**src/rtl/stage_seq_pkg.sv**
```systemverilog
// Shared types and constants for the stage sequencer.
package stage_seq_pkg;

   typedef enum logic [2:0] {
      IDLE,
      ARM,
      WAIT,
      DONE,
      FAULT
   } state_e;

   localparam logic [2:0] LIGHT_IDLE  = 3'b100;
   localparam logic [2:0] LIGHT_FIRST = 3'b001;
   localparam logic [2:0] LIGHT_NEXT  = 3'b111;
   localparam logic [2:0] LIGHT_DONE  = 3'b101;
   localparam logic [2:0] LIGHT_FAULT = 3'b110;

   // Width of a stage index; never narrower than one bit.
   function automatic int unsigned idx_width(int unsigned n);
      return (n > 1) ? $clog2(n) : 1;
   endfunction

endpackage

```
**src/rtl/stage_sequencer_if.sv**
```systemverilog
// Control/status bundle between the top-level control and the stage sequencer.
interface stage_sequencer_if
   import stage_seq_pkg::*;
#(
   parameter int unsigned N_STAGES = 2
);
   localparam int unsigned CW = idx_width(N_STAGES);

   logic                go;
   logic                abort;
   logic [N_STAGES-1:0] stage_done;
   logic [N_STAGES-1:0] stage_start;
   logic [CW-1:0]       cur_stage;
   logic                busy;
   logic                all_done;
   logic                fault;
   logic [2:0]          light;

   modport master (
      output go, abort, stage_done,
      input  stage_start, cur_stage, busy, all_done, fault, light
   );

   modport slave (
      input  go, abort, stage_done,
      output stage_start, cur_stage, busy, all_done, fault, light
   );

endinterface

```
**src/rtl/stage_watchdog.sv**
```systemverilog
// Per-stage watchdog: counts cycles while enabled and flags the cycle on which
// the count would reach LIMIT. Used by stage_sequencer under STAGE_TIMEOUT_EN.
module stage_watchdog #(
   parameter int unsigned LIMIT = 1000000
) (
   input  logic clok,
   input  logic rst,
   input  logic clear,
   input  logic enable,
   output logic expired
);
   localparam int unsigned W = $clog2(LIMIT + 1);
   localparam logic [W-1:0] LAST  = W'(LIMIT - 1);
   localparam logic [W-1:0] LIMIT_V = W'(LIMIT);

   logic [W-1:0] cnt_q, cnt_d;

   // Next count: clear wins, otherwise count up while enabled, saturating.
   always_comb begin
      cnt_d = cnt_q;
      if (clear) begin
         cnt_d = '0;
      end else if (enable && (cnt_q != LIMIT_V)) begin
         cnt_d = cnt_q + W'(1);
      end
   end

   // Count register.
   always_ff @(posedge clok) begin
      if (rst) begin
         cnt_q <= '0;
      end else begin
         cnt_q <= cnt_d;
      end
   end

   // This enabled cycle is the LIMIT-th one since the last clear.
   assign expired = enable && (cnt_q == LAST);

endmodule

```
**src/rtl/stage_sequencer.sv**
```systemverilog
// Start/done sequencer launching N_STAGES stages in strict order.
// Optional per-stage watchdog enabled by defining STAGE_TIMEOUT_EN.
module stage_sequencer
   import stage_seq_pkg::*;
#(
   parameter int unsigned N_STAGES       = 2,
   parameter bit          AUTO_START     = 1'b1,
   parameter int unsigned TIMEOUT_CYCLES = 1000000
) (
   input  logic                clok,
   input  logic                rst,
   stage_sequencer_if.slave    bus
);
   localparam int unsigned CW = idx_width(N_STAGES);
   localparam logic [CW-1:0] LAST_IDX = CW'(N_STAGES - 1);

   state_e              state_q, state_d;
   logic [N_STAGES-1:0] start_q, start_d;
   logic [CW-1:0]       cur_q, cur_d;
   logic                busy_q, busy_d;
   logic                all_done_q, all_done_d;
   logic                fault_q, fault_d;
   logic [2:0]          light_q, light_d;
   logic                auto_q, auto_d;

   logic                done_cur;
   logic [CW-1:0]       cur_nxt;
   logic                wd_expired;

   assign done_cur = bus.stage_done[cur_q];
   assign cur_nxt  = cur_q + CW'(1);

`ifdef STAGE_TIMEOUT_EN
   logic wd_clear;
   logic wd_en;

   // Restart the count whenever a stage is issued (entry to WAIT or an advance).
   assign wd_clear = (state_d == WAIT) && ((state_q != WAIT) || (cur_d != cur_q));
   assign wd_en    = (state_q == WAIT);

   stage_watchdog #(
      .LIMIT (TIMEOUT_CYCLES)
   ) u_watchdog (
      .clok    (clok),
      .rst     (rst),
      .clear   (wd_clear),
      .enable  (wd_en),
      .expired (wd_expired)
   );
`else
   assign wd_expired = 1'b0;
`endif

   // Next-state and registered-output decisions.
   always_comb begin
      state_d    = state_q;
      start_d    = start_q;
      cur_d      = cur_q;
      busy_d     = busy_q;
      all_done_d = all_done_q;
      fault_d    = fault_q;
      light_d    = light_q;
      auto_d     = auto_q;
      unique case (state_q)
         IDLE: begin
            if (bus.go || auto_q) begin
               start_d[0] = 1'b1;
               busy_d     = 1'b1;
               light_d    = LIGHT_FIRST;
               auto_d     = 1'b0;
               state_d    = WAIT;
            end
         end
         ARM: begin
            start_d[0] = 1'b1;
            light_d    = LIGHT_FIRST;
            state_d    = WAIT;
         end
         WAIT: begin
            // abort beats done, done beats the watchdog
            if (bus.abort || (!done_cur && wd_expired)) begin
               start_d = '0;
               busy_d  = 1'b0;
               fault_d = 1'b1;
               light_d = LIGHT_FAULT;
               state_d = FAULT;
            end else if (done_cur) begin
               if (cur_q == LAST_IDX) begin
                  busy_d     = 1'b0;
                  all_done_d = 1'b1;
                  light_d    = LIGHT_DONE;
                  state_d    = DONE;
               end else begin
                  cur_d            = cur_nxt;
                  start_d[cur_nxt] = 1'b1;
                  light_d          = LIGHT_NEXT;
               end
            end
         end
         DONE, FAULT: begin
            // ARM keeps stage_start low for a cycle so each run sees a fresh edge
            if (bus.go) begin
               start_d    = '0;
               cur_d      = '0;
               all_done_d = 1'b0;
               fault_d    = 1'b0;
               busy_d     = 1'b1;
               light_d    = LIGHT_IDLE;
               state_d    = ARM;
            end
         end
         default: state_d = IDLE;
      endcase
   end

   // State and output registers.
   always_ff @(posedge clok) begin
      if (rst) begin
         state_q    <= IDLE;
         start_q    <= '0;
         cur_q      <= '0;
         busy_q     <= 1'b0;
         all_done_q <= 1'b0;
         fault_q    <= 1'b0;
         light_q    <= LIGHT_IDLE;
         auto_q     <= AUTO_START;
      end else begin
         state_q    <= state_d;
         start_q    <= start_d;
         cur_q      <= cur_d;
         busy_q     <= busy_d;
         all_done_q <= all_done_d;
         fault_q    <= fault_d;
         light_q    <= light_d;
         auto_q     <= auto_d;
      end
   end

   assign bus.stage_start = start_q;
   assign bus.cur_stage   = cur_q;
   assign bus.busy        = busy_q;
   assign bus.all_done    = all_done_q;
   assign bus.fault       = fault_q;
   assign bus.light       = light_q;

endmodule

```
**src/flat_wrapper.sv**
```systemverilog
// flat-port wrapper written by rule: the top's interface ports become plain ports
module stage_sequencer_flat import stage_seq_pkg::*;
#(
   parameter int unsigned N_STAGES       = 2,
   parameter bit          AUTO_START     = 1'b1,
   parameter int unsigned TIMEOUT_CYCLES = 1000000
)
  (clok, rst, bus_go, bus_abort, bus_stage_done, bus_stage_start, bus_cur_stage, bus_busy, bus_all_done, bus_fault, bus_light);
  stage_sequencer_if #(.N_STAGES(N_STAGES)) bus_i ();
  input  logic clok;
  input  logic rst;
  input wire logic [$bits(bus_i.go)-1:0] bus_go;
  input wire logic [$bits(bus_i.abort)-1:0] bus_abort;
  input wire logic [$bits(bus_i.stage_done)-1:0] bus_stage_done;
  output wire logic [$bits(bus_i.stage_start)-1:0] bus_stage_start;
  output wire logic [$bits(bus_i.cur_stage)-1:0] bus_cur_stage;
  output wire logic [$bits(bus_i.busy)-1:0] bus_busy;
  output wire logic [$bits(bus_i.all_done)-1:0] bus_all_done;
  output wire logic [$bits(bus_i.fault)-1:0] bus_fault;
  output wire logic [$bits(bus_i.light)-1:0] bus_light;
  assign bus_i.go = bus_go;
  assign bus_i.abort = bus_abort;
  assign bus_i.stage_done = bus_stage_done;
  assign bus_stage_start = bus_i.stage_start;
  assign bus_cur_stage = bus_i.cur_stage;
  assign bus_busy = bus_i.busy;
  assign bus_all_done = bus_i.all_done;
  assign bus_fault = bus_i.fault;
  assign bus_light = bus_i.light;
  stage_sequencer #(.N_STAGES(N_STAGES), .AUTO_START(AUTO_START), .TIMEOUT_CYCLES(TIMEOUT_CYCLES)) u_core (.clok(clok), .rst(rst), .bus(bus_i));
endmodule
```
**config.mk**
```make
export PLATFORM = sky130hd
export DESIGN_NAME = stage_sequencer_flat
export DESIGN_NICKNAME = d
export VERILOG_FILES = /design/src/rtl/stage_seq_pkg.sv /design/src/rtl/stage_sequencer_if.sv /design/src/rtl/stage_watchdog.sv /design/src/rtl/stage_sequencer.sv /design/src/flat_wrapper.sv
export SDC_FILE = /design/constraint.sdc
export NUM_CORES = 1
export LEC_CHECK = 0
export BUFFER_PORTS_ARGS = -buffer_cell sky130_fd_sc_hd__buf_2
export CORE_MARGIN = 2
export CORE_UTILIZATION = 50
export DETAILED_ROUTE_END_ITERATION = 16
export HOLD_SLACK_MARGIN = 0.08
export PLACE_DENSITY = 0.73
export SKIP_LAST_GASP = 1
export SLEW_MARGIN = 20
export SYNTH_ARGS = -nofsm -noshare
export SYNTH_HDL_FRONTEND = slang
export SYNTH_HIERARCHICAL = 1
export SYNTH_SLANG_ARGS = --single-unit
```
**constraint.sdc**
```tcl
create_clock -name clok -period 3.26 [get_ports clok]
set_clock_uncertainty 0.15 [all_clocks]
set_input_delay 0.652 -clock clok [delete_from_list [all_inputs] [get_ports clok]]
set_output_delay 0.652 -clock clok [all_outputs]
set_load 0.02 [all_outputs]
```
==> results of run 1 <==
## metrics by stage
stage | instance area [sq um] | setup WS [ps] | std cells | utilization | hold WS (ps)
floorplan | 748 | 1200 | 85 | - | 287
global placement | 801 | 1100 | 109 | 0.593 | 300
detailed placement | 801 | 1050 | 109 | 0.593 | 298
CTS | 827 | 1190 | 113 | 0.613 | 311
global route | 827 | 1060 | 113 | 0.613 | 335
finish | 827 | 1170 | 113 | 0.613 | 309
## cell families (layout without fill, tap and decap cells)
logic type / Yosys count / in the layout
AOI/OAI and AO/OA: 27 / 27
DFF: 13 / 13
buffers and inverters: 12 / 25
and+or+nand+nor: 32 / 32
muxes: 1 / 1
## cell usage after synthesis (all sizes together)
master    n
a2111oi   1
a211oi    1
a21boi    1
a21oi     5
a221o     1
a221oi    2
a22o      1
a22oi     3
a311oi    1
a32o      1
a32oi     2
and2      1
and3b     1
buf       4
clkbuf    1
dfxtp    13
inv       7
mux2i     1
nand2     5
nand2b    1
nand3b    2
nor2      9
nor2b     1
nor3      4
nor3b     2
nor4      1
nor4b     2
o2111ai   1
o211a     1
o211ai    1
o21ai     3
o21bai    1
o41ai     1
or2b      1
or3       1
or3b      1
## path summary, 6_finish.rpt
| path | startpoint | to | slack (ps) |
|---|---|---|---|
| max | u_core/state_q[0] | u_core/bus.light[2] | 1170 |
| min | u_core/bus.light[0] | u_core/bus.light[0] | 310 |
| max reg2reg | u_core/state_q[0] | u_core/bus.light[2] | 1170 |
| min reg2reg | u_core/bus.light[0] | u_core/bus.light[0] | 310 |
## state kept, by name, summed over array words and instances (netlist names)
| name | cells |
|---|---|
| u_core/auto_q | 1 |
| u_core/bus.light | 3 |
| u_core/bus.fault | 1 |
| u_core/bus.busy | 1 |
| u_core/bus.cur_stage | 1 |
| u_core/state_q | 3 |
| u_core/bus.all_done | 1 |
| u_core/bus.stage_start | 2 |
## worst reg2reg max path: stages, from the launching register on
cell     delay, ps
dfxtp_1        620
nor4b_4        140
a32oi_2        280
or3b_1         430
a221o_1        360
## layout make-up
type	count	area, sq um
fillers	135	523
inverters	7	26.3
repair buffers	14	70.1
flip-flops and latches	13	260
multi-input cells	60	425
well taps	15	18.8
clock buffers	4	26.3
## report_power, final
part	total [uW]	internal (uW)	leakage (uW)	switching (uW)
combinational	336	146	0.000217	190
sequential	273	212	0.000108	61.0
clock	105	47.7	0.0000150	57.7
## per-layer routing
layer	GRT usage	vias up	wire, um
met5	0	-	0
met3	0.0766	6	91
met2	0.258	16	698
li1	-	345	-
met1	0.279	327	792
met4	0.175	0	63
==> impl_metrics.env, run 1 <==
export IMPL_max_freq_ghz=0.478
export IMPL_insertedDiodeCount=0
export IMPL_htree_levels=1
export IMPL_final_common_cell="buf_2"
export IMPL_min_delay_path_depth=2
export IMPL_drc=0
export IMPL_crit_path_max_fanout=12
export IMPL_avgSynthCellArea_sq_um=8.80
export IMPL_synth_cell_types=41
export IMPL_cp_required_ps=3290
export IMPL_rsz0062_at_grt="false"
export IMPL_clockBufferDepth=2
export IMPL_die_w_um=42.7
export IMPL_track_usage=0.209
export IMPL_post_cts_setup_buffers=0
export IMPL_nets=105
export IMPL_postCtsHoldBufs=0
export IMPL_start_util=0.554
export IMPL_ys_ff_latch=13
export IMPL_gp_congestion=0.925
export IMPL_clock_sinks=13
export IMPL_power_density_nw_per_um2=864
export IMPL_worst_path_buf_inv=0
export IMPL_grt_max_degree=15
export IMPL_rows=13
export IMPL_synth_compound_area_share=0.286
export IMPL_timing_slew_headroom=0.687
export IMPL_cts_resized=0
export IMPL_cp_slowest_cell="dfxtp_1"
export IMPL_clk_latency_ps=300
export IMPL_cpPeakStageDelay_ps=620
export IMPL_synth_top_family_by_area="compound AO/OA/AOI/OAI gates"
export IMPL_die_h_um=42.7
export IMPL_cp_cell_sequence="nor4b_4, a32oi_2, or3b_1, a221o_1"
export IMPL_mostFrequentLayoutCells="buf_2 (14), dfxtp_1 (13), nor2_1 (9), inv_1 (7)"
export IMPL_p_leak_uw=0.000340
export IMPL_cts_tree="built"
export IMPL_peakVddDrop_uv=451
export IMPL_cts_root_buf="clkbuf_4"
export IMPL_hold_class="reg -> reg"
export IMPL_numCtsBuffers=3
export IMPL_synthTopCellsByArea="dfxtp_1 (35%), nor2_1 (4.5%), inv_1 (3.5%), a21oi_1 (3.3%), nor4b_4 (3.2%)"
export IMPL_gr_total_overflow=0
export IMPL_cp_top_family="compound AO/OA/AOI/OAI gates"
export IMPL_syn_nets=91
export IMPL_num_io_pins=15
export IMPL_drv_cap=0
export IMPL_totalPowerFinal_uw=714
export IMPL_min_period_over_period=0.642
export IMPL_status="finished, final reports clean"
export IMPL_criticalPathCategory="reg -> reg"
export IMPL_portBuffers=14
export IMPL_wirelength_um=1650
export IMPL_synth_cells=85
export IMPL_synth_top_cell_area_share=0.348
export IMPL_setup_tns_ps=0
export IMPL_drive_above_1_share=0.224
export IMPL_viasPerCell=6.14
export IMPL_yosys_warnings=6
export IMPL_synth_simple_gate_area_frac=0.269
export IMPL_syn_area_sq_um=748
export IMPL_setup_violations_final=0
export IMPL_arrival_ps=2120
export IMPL_crit_cells=4
export IMPL_antenna_left=0
export IMPL_r2r_cells=4
export IMPL_drt_iter0_drc=24
export IMPL_synth_adder_area_share=0
export IMPL_cp_end_kind="register"
export IMPL_hold_violations=0
export IMPL_finalMaxSlewViolations=0
export IMPL_yosysSeqAreaShare=0.348
export IMPL_cp_start_kind="register"
export IMPL_first_pass_iters=4
export IMPL_coreArea_sq_um=1350
export IMPL_grt_pass1_wl_um=2710
export IMPL_synthXorXnorAreaFrac=0
export IMPL_vias=694
export IMPL_clk_transition_reported_paths_ps=90
export IMPL_antenna_found_initial=0
export IMPL_period_needed_ps=2090
export IMPL_die_area_sq_um=1820
export IMPL_routedWlPerCell_um=14.6
export IMPL_worstMarginPinSlew_ps=470
export IMPL_synthToLayoutAreaGrowth_pct=10.5
export IMPL_synth_area_mux_share=0.0134
export IMPL_first_global_vias=602
export IMPL_synth_top_area_cell="dfxtp_1"
export IMPL_hpwl_um=1140
Note: power is estimated with default switching activity, not from simulation.
==> run 2, diff against run 1 <==
Clock period 3.26 ns to 2.17 ns, I/O delays scaled along.
==> impl_metrics.env, run 2 (synthesized netlist as in run 1, its figures left out) <==
export IMPL_hold_class="reg -> reg"
export IMPL_power_density_nw_per_um2=1300
export IMPL_clock_sinks=13
export IMPL_peakVddDrop_uv=602
export IMPL_clk_transition_reported_paths_ps=80
export IMPL_grt_pass1_wl_um=2950
export IMPL_drv_cap=0
export IMPL_max_freq_ghz=0.491
export IMPL_hold_violations=0
export IMPL_multi_input_area_sq_um=425
export IMPL_drt_iter0_drc=35
export IMPL_gr_total_overflow=0
export IMPL_numCtsBuffers=3
export IMPL_cp_start_kind="register"
export IMPL_routedWlPerCell_um=15.2
export IMPL_clockBufferDepth=2
export IMPL_post_cts_setup_buffers=0
export IMPL_hold_end="u_core/bus.light[0]"
export IMPL_htree_levels=1
export IMPL_seqCellArea_sq_um=262
export IMPL_holdWs_ps=308
export IMPL_viasPerCell=6.35
export IMPL_status="finished, final reports clean"
export IMPL_num_io_pins=15
export IMPL_rsz0062_at_grt="false"
export IMPL_n_fill_cell=116
export IMPL_portBuffers=14
export IMPL_hpwl_um=1270
export IMPL_period_needed_ps=2040
export IMPL_coreArea_sq_um=1350
export IMPL_finalMaxSlewViolations=0
export IMPL_utilization=0.630
export IMPL_die_area_sq_um=1820
export IMPL_worstMarginPinSlew_ps=474
export IMPL_drc=0
export IMPL_cp_required_ps=2190
export IMPL_hold_start="u_core/bus.light[0]"
export IMPL_drive_above_1_share=0.257
export IMPL_insertedDiodeCount=0
export IMPL_synthToLayoutAreaGrowth_pct=13.7
export IMPL_min_period_over_period=0.939
export IMPL_timing_slew_headroom=0.684
export IMPL_mostFrequentLayoutCells="buf_2 (14), dfxtp_1 (12), nor2_1 (9), inv_1 (7)"
export IMPL_setup_tns_ps=0
export IMPL_antenna_left=0
export IMPL_rows=13
export IMPL_die_h_um=42.7
export IMPL_grt_max_degree=13
export IMPL_cts_tree="built"
export IMPL_cp_end_kind="register"
export IMPL_criticalPathCategory="reg -> reg"
export IMPL_first_global_vias=654
export IMPL_p_leak_uw=0.000356
export IMPL_vias=737
export IMPL_cts_root_buf="clkbuf_4"
export IMPL_antenna_found_initial=0
export IMPL_crit_path_max_fanout=12
export IMPL_min_delay_path_depth=2
export IMPL_postCtsHoldBufs=0
export IMPL_r2r_cells=4
export IMPL_clk_latency_ps=280
export IMPL_arrival_ps=2060
export IMPL_final_common_cell="buf_2"
export IMPL_track_usage=0.214
export IMPL_timing_rr_end="u_core/bus.light[2]"
export IMPL_gp_congestion=0.935
export IMPL_setup_violations_final=0
export IMPL_r2r_start="u_core/state_q[2]"
export IMPL_wirelength_um=1770
export IMPL_nets=108
export IMPL_r2r_slack_ps=130
export IMPL_start_util=0.554
export IMPL_die_w_um=42.7
export IMPL_first_pass_iters=4
## run 2: cell types whose count changed in the layout (fill, tap and decap cells not counted), sizes merged
cell  previous run  this run
buf             14        17
## run 2: how the worst max path moves through the flow
| stage | from | to | slack (ps) |
|---|---|---|---|
| 2_1_floorplan | bus_go | u_core/bus.light[2] | 320 |
| 3_3_place_gp | u_core/state_q[0] | u_core/bus.light[2] | 220 |
| 3_5_place_dp | u_core/state_q[2] | u_core/bus.light[2] | 160 |
| 4_1_cts | u_core/state_q[2] | u_core/bus.light[2] | 150 |
| 5_1_grt | u_core/state_q[2] | u_core/bus.light[2] | 40 |
| 6_report | u_core/state_q[2] | u_core/bus.light[2] | 130 |
## run 2: layout make-up
type / instances / share of cell area
tap: 15 / 0.0221
inverter: 7 / 0.0309
timing repair buffer: 17 / 0.109
clock buffer: 4 / 0.0309
multi-input combinational: 60 / 0.500
sequential: 13 / 0.307
## run 2: through the flow
| step | cells | worst slack (ps) | area [sq um] | power [uW] |
|---|---|---|---|---|
| floorplan | 85 | 325 | 748 | 811 |
| global placement | 112 | 218 | 823 | 942 |
| detailed placement | 112 | 164 | 823 | 948 |
| CTS | 116 | 146 | 850 | 1100 |
| global route | 116 | 36.2 | 851 | 1190 |
| finish | 116 | 133 | 851 | 1110 |
## run 2: routing by layer
metal  up-vias  part of all wire  routed length (um)  track usage
met4         0             0.020                  36        0.138
met3         5             0.069                 121       0.0255
met1       349              0.47                 827        0.288
met5         -                 0                   0            0
met2        35              0.44                 780        0.318
li1        348                 -                   -            -
## run 2: power breakdown
group	internal [uW]	total, uW	switching (uW)
Combinational	243	547	304
Sequential	320	409	88.8
Clock	71.5	152	80.3
## run 2: timing repair
action | 4_1_cts | 5_1_grt
setup endpoints to repair | 0 | 1
endpoints found under the hold margin | 0 | 0
gates resized for setup | 0 | 1
## run 2: worst max-delay path, stage by stage, from the launching register on
cell	delay, ps
dfxtp_1	600
nor4b_4	140
a32oi_2	250
or3b_1	430
a221o_1	360
